### config.mk
export PLATFORM = sky130hd
export DESIGN_NAME = ctrl_seq
export DESIGN_NICKNAME = d
export VERILOG_FILES = /design/src/rtl/ctrl_seq_pkg.sv /design/src/rtl/ctrl_seq_dec.sv /design/src/rtl/ctrl_seq.sv
export SDC_FILE = /design/constraint.sdc
export NUM_CORES = 1
export LEC_CHECK = 0
export CAP_MARGIN = 10
export CORE_ASPECT_RATIO = 0.7
export CORE_MARGIN = 5
export CORE_UTILIZATION = 47
export DETAILED_ROUTE_END_ITERATION = 8
export GPL_ROUTABILITY_DRIVEN = 0
export PLACE_DENSITY = 0.88
export SYNTH_ARGS = -nofsm -noshare
export SYNTH_HDL_FRONTEND = slang
export SYNTH_SLANG_ARGS = --single-unit
### constraint.sdc
create_clock -name Clk -period 2.9 [get_ports Clk]
set_clock_uncertainty 0.15 [all_clocks]
set_input_delay 0.725 -clock Clk [delete_from_list [all_inputs] [get_ports Clk]]
set_output_delay 0.725 -clock Clk [all_outputs]
set_load 0.005 [all_outputs]
### src/rtl/ctrl_seq_pkg.sv
// Shared types for the sequential accumulator-ISA control unit:
// opcode mnemonics, FSM states and the raw decode bundle.
package ctrl_seq_pkg;

  localparam int unsigned OPC_W = 4;

  typedef enum logic [OPC_W-1:0] {
    LW, SW, ADD, SUB, AND, OR, SL, SR,
    BEQ, BGE, BNE, MOV, ASSIGN, CLRSC, JMP, DONE
  } op_mne;

  typedef enum logic [1:0] {IDLE, RUN, MEM_WAIT, HALT} ctrl_st_t;

  // Accumulator lives at the top of the register file; sliced to RAW bits by users.
  localparam logic [15:0] ACC_ADDR = '1;

  typedef struct packed {
    logic jump;
    logic sc_en;
    logic sc_clr;
    logic reg_exe;
    logic imm_exe;
    logic mem_rd;
    logic mem_wr;
    logic reg_to_acc;
    logic acc_to_reg;
    logic assign_val;
    logic reg_wr_en;
    logic is_done;
  } dec_t;

endpackage

### src/rtl/ctrl_seq_dec.sv
// Purely combinational opcode/mode decode into ungated strobes,
// raw register-write enable and write address.
module ctrl_dec
  import ctrl_seq_pkg::*;
#(
  parameter int unsigned IW  = 9,
  parameter int unsigned OPW = 4,
  parameter int unsigned RAW = 4
) (
  input  logic [IW-1:0]  Instruction,
  output dec_t           dec,
  output logic [RAW-1:0] wr_addr
);

  logic [OPW-1:0] opc;
  logic           mode;
  logic [RAW-1:0] opnd;
  logic           known;
  op_mne          op;

  assign opc  = Instruction[IW-1 -: OPW];
  assign mode = Instruction[IW-OPW-1];
  assign opnd = Instruction[RAW-1:0];
  // Opcodes beyond the 16 mnemonics fall through as an accumulator-writing NOP.
  assign known = ((opc >> OPC_W) == '0);
  assign op    = op_mne'(opc[OPC_W-1:0]);

  always_comb begin
    logic alu;
    alu           = 1'b0;
    dec           = '0;
    dec.reg_wr_en = 1'b1;
    wr_addr       = ACC_ADDR[RAW-1:0];
    if (known) begin
      case (op)
        LW:          begin dec.mem_rd = 1'b1; wr_addr = opnd; end
        SW:          begin dec.mem_wr = 1'b1; dec.reg_wr_en = 1'b0; end
        ADD, SUB:    begin dec.sc_en = 1'b1; alu = 1'b1; end
        AND, OR:     alu = 1'b1;
        SL, SR:      begin dec.sc_en = 1'b1; wr_addr = opnd; end
        BEQ, BGE, BNE: begin alu = 1'b1; dec.reg_wr_en = 1'b0; end
        MOV: begin
          if (mode) begin
            dec.acc_to_reg = 1'b1;
            wr_addr        = opnd;
          end else begin
            dec.reg_to_acc = 1'b1;
          end
        end
        ASSIGN:      dec.assign_val = 1'b1;
        CLRSC:       begin dec.sc_clr = 1'b1; dec.reg_wr_en = 1'b0; end
        JMP:         begin dec.jump = 1'b1; dec.reg_wr_en = 1'b0; end
        DONE:        begin dec.is_done = 1'b1; dec.reg_wr_en = 1'b0; end
        default:     ;
      endcase
    end
    dec.reg_exe = alu & ~mode;
    dec.imm_exe = alu & mode;
  end

endmodule

### src/rtl/ctrl_seq.sv
// Run/halt sequencer around ctrl_dec: gates strobes by state, stretches
// LW/SW over MEM_LAT cycles and keeps a saturating cycle counter.
module ctrl_seq
  import ctrl_seq_pkg::*;
#(
  parameter int unsigned IW      = 9,
  parameter int unsigned OPW     = 4,
  parameter int unsigned RAW     = 4,
  parameter int unsigned MEM_LAT = 1,
  parameter int unsigned CW      = 16
) (
  input  logic           Clk,
  input  logic           Reset,
  input  logic           Start,
  input  logic [IW-1:0]  Instruction,
  output logic           pc_en,
  output logic           jump_en,
  output logic           sc_en,
  output logic           sc_clr,
  output logic           reg_exe,
  output logic           imm_exe,
  output logic           mem_rd,
  output logic           mem_wr,
  output logic           reg_to_acc,
  output logic           acc_to_reg,
  output logic           assign_val,
  output logic           reg_wr_en,
  output logic [RAW-1:0] reg_wr_addr,
  output logic           busy,
  output logic           done,
  output logic [CW-1:0]  cycle_ct
);

  dec_t           dec;
  logic [RAW-1:0] dec_addr;

  ctrl_dec #(.IW(IW), .OPW(OPW), .RAW(RAW)) u_dec (
    .Instruction(Instruction),
    .dec        (dec),
    .wr_addr    (dec_addr)
  );

  ctrl_st_t      st_q;
  logic [3:0]    wait_ct_q;
  logic [CW-1:0] cycle_ct_q, cycle_ct_d;

  logic in_run, active, multi, last, commit;

  assign in_run = (st_q == RUN);
  assign busy   = in_run || (st_q == MEM_WAIT);
  // Reset masks strobes in its own cycle so an aborted access never writes.
  assign active = busy && !Reset;
  assign multi  = (MEM_LAT > 1) && (dec.mem_rd || dec.mem_wr);
  assign last   = (st_q == MEM_WAIT) && (wait_ct_q == 4'd1);
  assign commit = in_run ? !multi : last;

  assign pc_en       = active && (in_run ? !(multi || dec.is_done) : last);
  assign jump_en     = active && dec.jump;
  assign sc_en       = active && dec.sc_en;
  assign sc_clr      = active && dec.sc_clr;
  assign reg_exe     = active && dec.reg_exe;
  assign imm_exe     = active && dec.imm_exe;
  assign mem_rd      = active && dec.mem_rd;
  assign mem_wr      = active && dec.mem_wr && commit;
  assign reg_to_acc  = active && dec.reg_to_acc;
  assign acc_to_reg  = active && dec.acc_to_reg;
  assign assign_val  = active && dec.assign_val;
  assign reg_wr_en   = active && dec.reg_wr_en && commit;
  assign reg_wr_addr = active ? dec_addr : ACC_ADDR[RAW-1:0];
  assign done        = (st_q == HALT) || (active && in_run && dec.is_done);
  assign cycle_ct    = cycle_ct_q;

  assign cycle_ct_d = (cycle_ct_q == '1) ? cycle_ct_q : cycle_ct_q + 1'b1;

  always_ff @(posedge Clk) begin
    if (Reset) begin
      st_q       <= IDLE;
      wait_ct_q  <= '0;
      cycle_ct_q <= '0;
    end else begin
      case (st_q)
        IDLE, HALT: begin
          if (Start) begin
            st_q       <= RUN;
            cycle_ct_q <= '0;
          end
        end
        RUN: begin
          cycle_ct_q <= cycle_ct_d;
          if (dec.is_done) begin
            st_q <= HALT;
          end else if (multi) begin
            st_q      <= MEM_WAIT;
            wait_ct_q <= 4'(MEM_LAT - 1);
          end
        end
        MEM_WAIT: begin
          cycle_ct_q <= cycle_ct_d;
          wait_ct_q  <= wait_ct_q - 4'd1;
          if (wait_ct_q == 4'd1) st_q <= RUN;
        end
        default: st_q <= IDLE;
      endcase
    end
  end

endmodule

# Yosys cells after proc, flatten, opt, wreduce, memory -nomap -nowiden
# Index checks and enable logic that the tools add are counted.
# Widths: inputs -> output; s select.
# op_classes
add_sub_neg	2
eq_ne	24
n_mux	24
bitwise	3
reduce_logical	32
# op_table
operator	n
$eq 4x4->1 const B	8
$mux 16	2
$pmux 16 s2	1
$logic_and 1x1->1	18
$add 16x1->16 const B	1
$eq 16x16->1 const B	1
$eq 4x3->1 const B	4
$reduce_or 7->1	2
$mux 1	13
$eq 4x1->1 const B	2
$eq 4x2->1 const B	2
$mux 2	4
$mux 4	2
$pmux 4 s2	1
$ne 2x2->1 const B	3
$pmux 2 s3	1
$eq 2x2->1 const B	2
$logic_not 4->1	1
$reduce_or 2->1	2
$reduce_or 4->1	1
$sub 4x1->4 const B	1
$reduce_and 3->1	1
$reduce_or 3->1	1
$and 1x1->1	2
other kinds (7)	9
# word_totals
reg_bits	22
inputBits	12
out_inout_bits	34
word_cells	88

# Longest topological paths before layout
# logic_depth
ltp_word	6
ltp_mapped	7
mapped_depth_nobuf	6

# Hierarchy
# Synthesis repeated with hierarchy kept, for this count alone.
# hier_totals
cells_unflattened	202
hier_area_um2	1636.6
# by_module_without_submodules
module	instances	cells_each	area_each_um2	seq_area_each_um2
ctrl_seq	1	173	1445.1	440.4
ctrl_dec	1	29	191.4	0.0

# Worst setup path after synthesis
# No wires, ideal clock.
# synth_timing
path_type	in2out
startpoint	in Instruction[6]
endpoint	out reg_wr_addr[0]
arrival_ps	1798
required_time_ps	2025
slack_ps	227
stages	5
n_path_buf	1
cell_sequence	buf_2 -> or3_1 -> nor2_1 -> a21oi_1 -> or3_1
# synth_between
elab_chain_len	4
elab_cells_between_ends	7
cone_classes	3 x eq/ne; 2 x mux; 2 x reduce/logical
# synth_rtl
element	line_no	source
start: declaration	ctrl_seq.sv:15	input logic [IW-1:0] Instruction,
$eq 4x3->1 / $logic_not 4->1 (equally long branches)	ctrl_seq_dec.sv:35	case (op)
$reduce_or 3->1 (no line)	--	
$pmux 4 s2 *	ctrl_seq_dec.sv:35	
$mux 4 *	ctrl_seq.sv:69	assign reg_wr_addr = active ? dec_addr : ACC_ADDR[RAW-1:0];
end: declaration	ctrl_seq.sv:28	output logic [RAW-1:0] reg_wr_addr,
# Mark *: on every way between the ends. The rest lies on a longest branch, timed or not.

# Final worst setup path
# layout_timing
startpoint	in Reset
endpoint	out done
# layout_between
elab_chain_len	5
# layout_rtl
element	line_no	source
start: declaration	ctrl_seq.sv:13	input logic Reset,
$logic_not 1->1	ctrl_seq.sv:52	assign active = busy && !Reset;
$logic_and 1x1->1	ctrl_seq.sv:52	
$logic_and 1x1->1 (2 in a row)	ctrl_seq.sv:70	assign done = (st_q == HALT) || (active && in_run && dec.is_done);
$logic_or 1x1->1	ctrl_seq.sv:70	
end: declaration	ctrl_seq.sv:30	output logic done,
# Every way passes these cells.

==> metrics <==
CTS tree=done; GR Overflow Total=0; status=finished clean; NumNets Final=between 200 and 300; critical path required time=approximately 2 ns; post-route setup slack=0.0599 ns; most common cell after layout, fill and taps aside=clkdlybuf4s50_1; worst hold slack=0.371 ns; CP Launch Type=input pin; first-pass GRT wire length=7.08 mm; FP Rows=17; dpl ws=-0.513 ns; initial DRC count=around 110; Worst setup EP type=output pin; beginning of the critical path=Reset; CORE AREA=0.00313 mm²; Pre-antenna DRT Iters=4; yosys warns=0; via count=~1600; Syn Inst Count=between 150 and 200; reg2reg start=st_q[0]$_SDFFE_PP0P_; Layout fillers=~250; r2r setup slk=just over 0.8 ns; Starting Density=between 40% and 50%; initial antenna violation count=0; slew margin rel.=77.6%; most frequent cells in the layout=clkdlybuf4s50_1 (23), dfxtp_1 (22), nor2_1 (17), buf_4 (17), nand2_1 (15); DRT antenna net count=0; fin crit period=2.84 ns; Top-Level Pins=46; critical path class=input pin to output pin; Final setup viols=0; die area=approximately 0.0045 mm²; peak supply drop=just under 0.3 mV; PortBufs=45; CTS Buf Count=3; Worst-Skew Late Latency=0.26 ns; hold-fix buffers at CTS=0; Yosys reg bits=22; period utilisation layout=about 100%; Synth Cell Area=0.00151 mm²; count of cell types in the netlist=48; CP arrival=just under 2 ns; ANT cells=0; hold wc startpoint=wait_ct_q[1]$_SDFFE_PP0N_; Max H-tree Level=1; DR vias/cell=roughly 5.8; DP Wirelength=approximately 3.1 mm; wire per inst=~15 µm; largest net degree at the start of global routing=17; Synth-to-Final Area Change=43.0%; All-Layer GR Usage=a little under a fifth; top_reg_cell synth=dfxtp_1; Clock transition at path regs=~0.08 ns; Synth Area per Inst=8.00 µm²; number of synthesized flops with an enable pin=0; Worst Path Max Fanout=4; max cap viols=0; share of cells above drive strength 1=21.3%; Fmax achieved=roughly 0.35 GHz; Worst-Margin Slew=roughly 0.33 ns; vias in the first global route=1459; Hold Crit Class=flip-flop to flip-flop; Seq/Total Area, Yosys=about 30%; DRC errors left=0; Longest Clk Path Bufs=2; Synth Net Count=between 200 and 250; WL final=4.35 mm; Final TNS setup=0 ns; Final Hold Vio Count=0; Static Leak=approximately 0.9 nW; Root Buffer=clkbuf_8; unrepaired setup endpoints after global routing=no; CTS sink count=22; PwrDens=~410 mW/mm²; Slew Limit Fails=0; DIE HEIGHT=roughly 57 µm; Die W=about 78 µm; ys async rst share=0%
-- final cells by class --
class                   count  area [µm²]  share of cell area [%]
multi-input cells         146        1060                    48.8
repair buffers             63         539                    24.9
flip-flops and latches     22         440                    20.4
well taps                  38        47.5                    2.20
clock buffers               3        41.3                    1.91
inverters                  10        37.5                    1.74
-- flip-flops by register name, summed over array words and instances, names as in the netlist --
signal     cells
cycle_ct      16
st_q           2
wait_ct_q      4
-- per-layer routing --
layer	track usage [%]	part of all wire (%)
met5	0	0
met2	28.2	42
met3	5.68	8.0
met4	2.21	0.39
met1	27.7	49
-- timing repair --
action / CTS / global route
pin swaps: 4 / 4
setup endpoints to repair: 17 / 7
resized for setup: 48 / 11
buffers inserted: 0 / 0
-- critical path: stages --
cell             delay [ns]
dlygate4sd2_1          0.31
nor2_4                 0.14
nand3_2                0.13
o21bai_1               0.14
clkdlybuf4s50_1        0.52
-- cells in the mapped netlist (all sizes together) (3+ instances only) --
cell    instances  share of area (%)
a211o           4                2.3
a21o            3                1.5
o21ai           7                2.3
a21oi          10                3.3
nor3           14                4.6
buf             7                2.9
nor4b           3                1.7
ha              6                5.0
or3             8                3.3
mux2i           4                2.6
nand3           7                2.3
inv            10                2.5
and3            3                1.2
nand2          15                3.7
nand4           7                4.7
nand2b          3                1.2
nor4            5                3.5
clkbuf          4               0.99
dfxtp          22                 29
nor2           19                4.7
xnor2           3                1.7
-- stage by stage --
step / instance area (µm²) / total power [W] / std cells / utilization (%)
after floorplan: 1510 / 0.000524 / 189 / -
after global placement: 2090 / 0.000652 / 279 / 66.7
after detailed placement: 2090 / 0.000660 / 279 / 66.7
after CTS: 2140 / 0.000856 / 282 / 68.3
after global routing: 2160 / 0.000924 / 282 / 69.1
final: 2160 / 0.000876 / 282 / 69.1
-- path summary, 6_finish.rpt --
path | to | cells after the start
hold / removal | wait_ct_q[1]$_SDFFE_PP0N_ | 2
setup reg to reg | cycle_ct[9]$_SDFFE_PP0P_ | 7
hold reg to reg | wait_ct_q[1]$_SDFFE_PP0N_ | 2
setup / recovery | done | 5
-- report_power, final --
part / leakage (nW) / switching (W) / internal [W] / total (W)
clock: 0.0216 / 0.0000976 / 0.0000928 / 0.000190
combinational: 0.722 / 0.000170 / 0.000165 / 0.000334
sequential: 0.178 / 0.0000281 / 0.000324 / 0.000352
-- cell families (layout without fill, tap and decap cells) --
logic type	after synthesis	after routing	synth area share [%]
adders and majority gates	6	6	4.97
xor gates and xnor gates	4	4	2.32
AOI/OAI and AO/OA	37	37	17.1
and+or+nand+nor	93	93	36.0
buffers and inverters	21	76	6.37
DFF	22	22	29.1
muxes	6	6	4.14
Power figures use the tool's default switching activity.
==> RTL edit: new RTL, same settings <==
`RAW` is set to 4 in 2 places; all go to 2.
--- a/src/rtl/ctrl_seq_dec.sv
+++ b/src/rtl/ctrl_seq_dec.sv
@@ -6,5 +6,5 @@
   parameter int unsigned IW  = 9,
   parameter int unsigned OPW = 4,
-  parameter int unsigned RAW = 4
+  parameter int unsigned RAW = 2
 ) (
   input  logic [IW-1:0]  Instruction,
--- a/src/rtl/ctrl_seq.sv
+++ b/src/rtl/ctrl_seq.sv
@@ -6,5 +6,5 @@
   parameter int unsigned IW      = 9,
   parameter int unsigned OPW     = 4,
-  parameter int unsigned RAW     = 4,
+  parameter int unsigned RAW     = 2,
   parameter int unsigned MEM_LAT = 1,
   parameter int unsigned CW      = 16
Interface: changed (resized reg_wr_addr); port bits go from 46 to 44. The function was not compared with the original's and may differ.
==> RTL edit against the unedited design <==
Via count is 4.5% lower. Fmax shrank 0.18%. Total power fell by 4.8%. Combinational power is 12% lower. Area after synthesis decreased by 3.6%. Sequential cell count unchanged. Routed wire length shrank 9.4%. Worst setup slack worse by 0.0053 ns. Cell area fell by 3.1%. Largest power group unchanged.
==> RTL edit: results (changes against the unedited design) <==
- Number of global-route vias before repair: 1,496 (+2.5%)
- The pin count of the biggest net entering global routing was 16 (-1).
- Most used standard cells in the synthesized netlist: sky130_fd_sc_hd__dfxtp_1, sky130_fd_sc_hd__nor2_1, sky130_fd_sc_hd__nand2_1
- The adder and majority gate portion of the synthesized area is 5.150% (+0.18 points).
- On the critical path, the stage with the largest delay is an instance of sky130_fd_sc_hd__or3_4.
* Proportion of synthesized area in mux cells: 2.918% (-1.2 points)
- The data arrival time of the worst path was 1.97 ns (about the same).
- The number of warnings reported in the yosys synthesis log was 0 (unchanged).
* Highest cell delay on the worst timing path: 0.37 ns (-0.15 ns)
- The post-synthesis share of cell area spent on xor and xnor gates came to 2.403% (+0.086 points).
* Dominant combinational cell family by area after synthesis: simple AND/OR/NAND/NOR gates
- Number of filler cells placed in the layout: 243 (-1.6%)
- The TritonCTS buffer count came to 3 (unchanged).
- Peak ir drop on the vdd network: 0.3430 mV (+16%)
- The clock latency of the later-clocked register in the worst-skew pair came to 0.26 ns (about the same).
* Share of post-route cells with drive strength above 1: 19.49% (-1.8 points)
- Average vias per placed instance: 5.732 (-0.96%)
* Synth Area in Compound Gates: 18.63% (+1.6 points)
- Count of input and output buffers: 41 (-8.9%)
- The post-synthesis net count was 201 (-2.9%).
- Outcome: completed
- Placed instance area: 1992 um^2 (-4.5%)
- The number of different library cells in the post-synthesis netlist came to 47 (-2.1%).
- The final HPWL from detailed placement was 2.873 mm (-8.8%).
- The wire length reported by the detailed router is 3.943 mm (-9.4%).
- Depth of the worst register-to-register path: 7 (unchanged)
- Post-synthesis async set-or-reset flop share: 0% (unchanged)
- By area the synthesized netlist is led by sky130_fd_sc_hd__dfxtp_1, sky130_fd_sc_hd__ha_1, sky130_fd_sc_hd__nor2_1, sky130_fd_sc_hd__nor3_1, sky130_fd_sc_hd__a211o_1.
- Clock input transition at the sequential cells of the worst setup and hold paths: 0.07 ns
- Wire length of the first global-routing pass: 6.762 mm (-4.5%)
- The cell sitting at the root of the clock tree is a sky130_fd_sc_hd__clkbuf_8.
- The sequential share of the synthesized area came to 30.21% (+1.1 points).
- The total number of nets in the final design was 256 (-3.0%).
* Count of routing violations after the opening detailed-route iteration: 47 (-56%)
* Flip-flop count of the largest register after layout: 16 (unchanged)
- Total Routing Usage GR: 18.36% (-0.60 points)
- The largest fanout of any net on the critical path came to 2 (-2).
- Slew of the pin with the lowest slew margin: 0.3741 ns (+0.04129 ns)
- The leakage dissipation was 0.0009263 uW (+0.49%).
==> RTL edit: cell types whose count changed after synthesis, moves of 3 or more <==
cell	unedited run	this run
sky130_fd_sc_hd__buf_2	5	0
sky130_fd_sc_hd__clkbuf_1	4	9
sky130_fd_sc_hd__nor4_1	3	6
sky130_fd_sc_hd__o21ai_0	7	4
sky130_fd_sc_hd__o311a_1	0	3
sky130_fd_sc_hd__or3_1	8	5
==> RTL edit: area by class of cell <==
class	instances	area (um^2)	share of cell area, %
Multi-Input combinational cell	141	1001	47.79
Timing Repair Buffer	60	526.8	25.15
Inverter	10	38.79	1.852
Tap cell	36	45.04	2.151
Sequential cell	22	441.7	21.09
Clock buffer	3	41.29	1.971
==> RTL edit: where the power goes <==
part	leakage [uW]	total (uW)	internal, uW	switching [uW]
combinational	0.000726	295	145	150
clock	0.0000216	187	92.7	94.5
sequential	0.000178	353	324	28.4
==> RTL edit: final timing paths <==
path | from | to | slack [ns]
setup / recovery | Instruction[6] | reg_wr_addr[0] | 0.05
hold / removal | st_q[0] | st_q[0] | 0.37
setup reg to reg | st_q[0] | cycle_ct[1] | 0.60
hold reg to reg | st_q[0] | st_q[0] | 0.37
==> RTL edit: cell families after synthesis <==
family / count (synthesis)
adder cells (fa/ha/maj): 6
XOR/XNOR: 4
flip-flops: 22
AND/OR/NAND/NOR: 89
buffers and inverters: 20
multiplexers: 4
AO/OA/AOI/OAI: 38
==> RTL edit: worst max-delay path: cells and delay by family <==
family | cells | cell delay [ns]
and+or+nand+nor | 3 | 0.81
AOI/OAI and AO/OA | 1 | 0.05
buffers and inverters | 2 | 0.38
==> RTL edit: through the flow <==
stage | cells | utilization [%] | setup slack, ns | TNS, ns
after global placement | 266 | 69.10 | -0.4511 | -4.858
after detailed placement | 266 | 69.10 | -0.5005 | -5.113
after floorplan | 183 | - | 0.1990 | 0
after CTS | 272 | 71.83 | -0.04352 | -0.04352
final | 272 | 72.66 | 0.05460 | 0
after global routing | 272 | 72.66 | -0.01070 | -0.02285
==> RTL edit: per-layer routing <==
metal / GRT usage [%] / share of wire, %
met4: 2.494 / 0.36
met2: 30.12 / 46
met1: 24.90 / 47
met5: 0 / 0
met3: 4.633 / 5.9
==> RTL edit: what timing repair did <==
item                                    4_1_cts  5_1_grt
cloned                                        0        0
endpoints found under the setup margin       15        9
setup buffers                                 3        0
pin swaps                                     7        2
gates resized for setup                      40       12
hold buffers                                  0        0
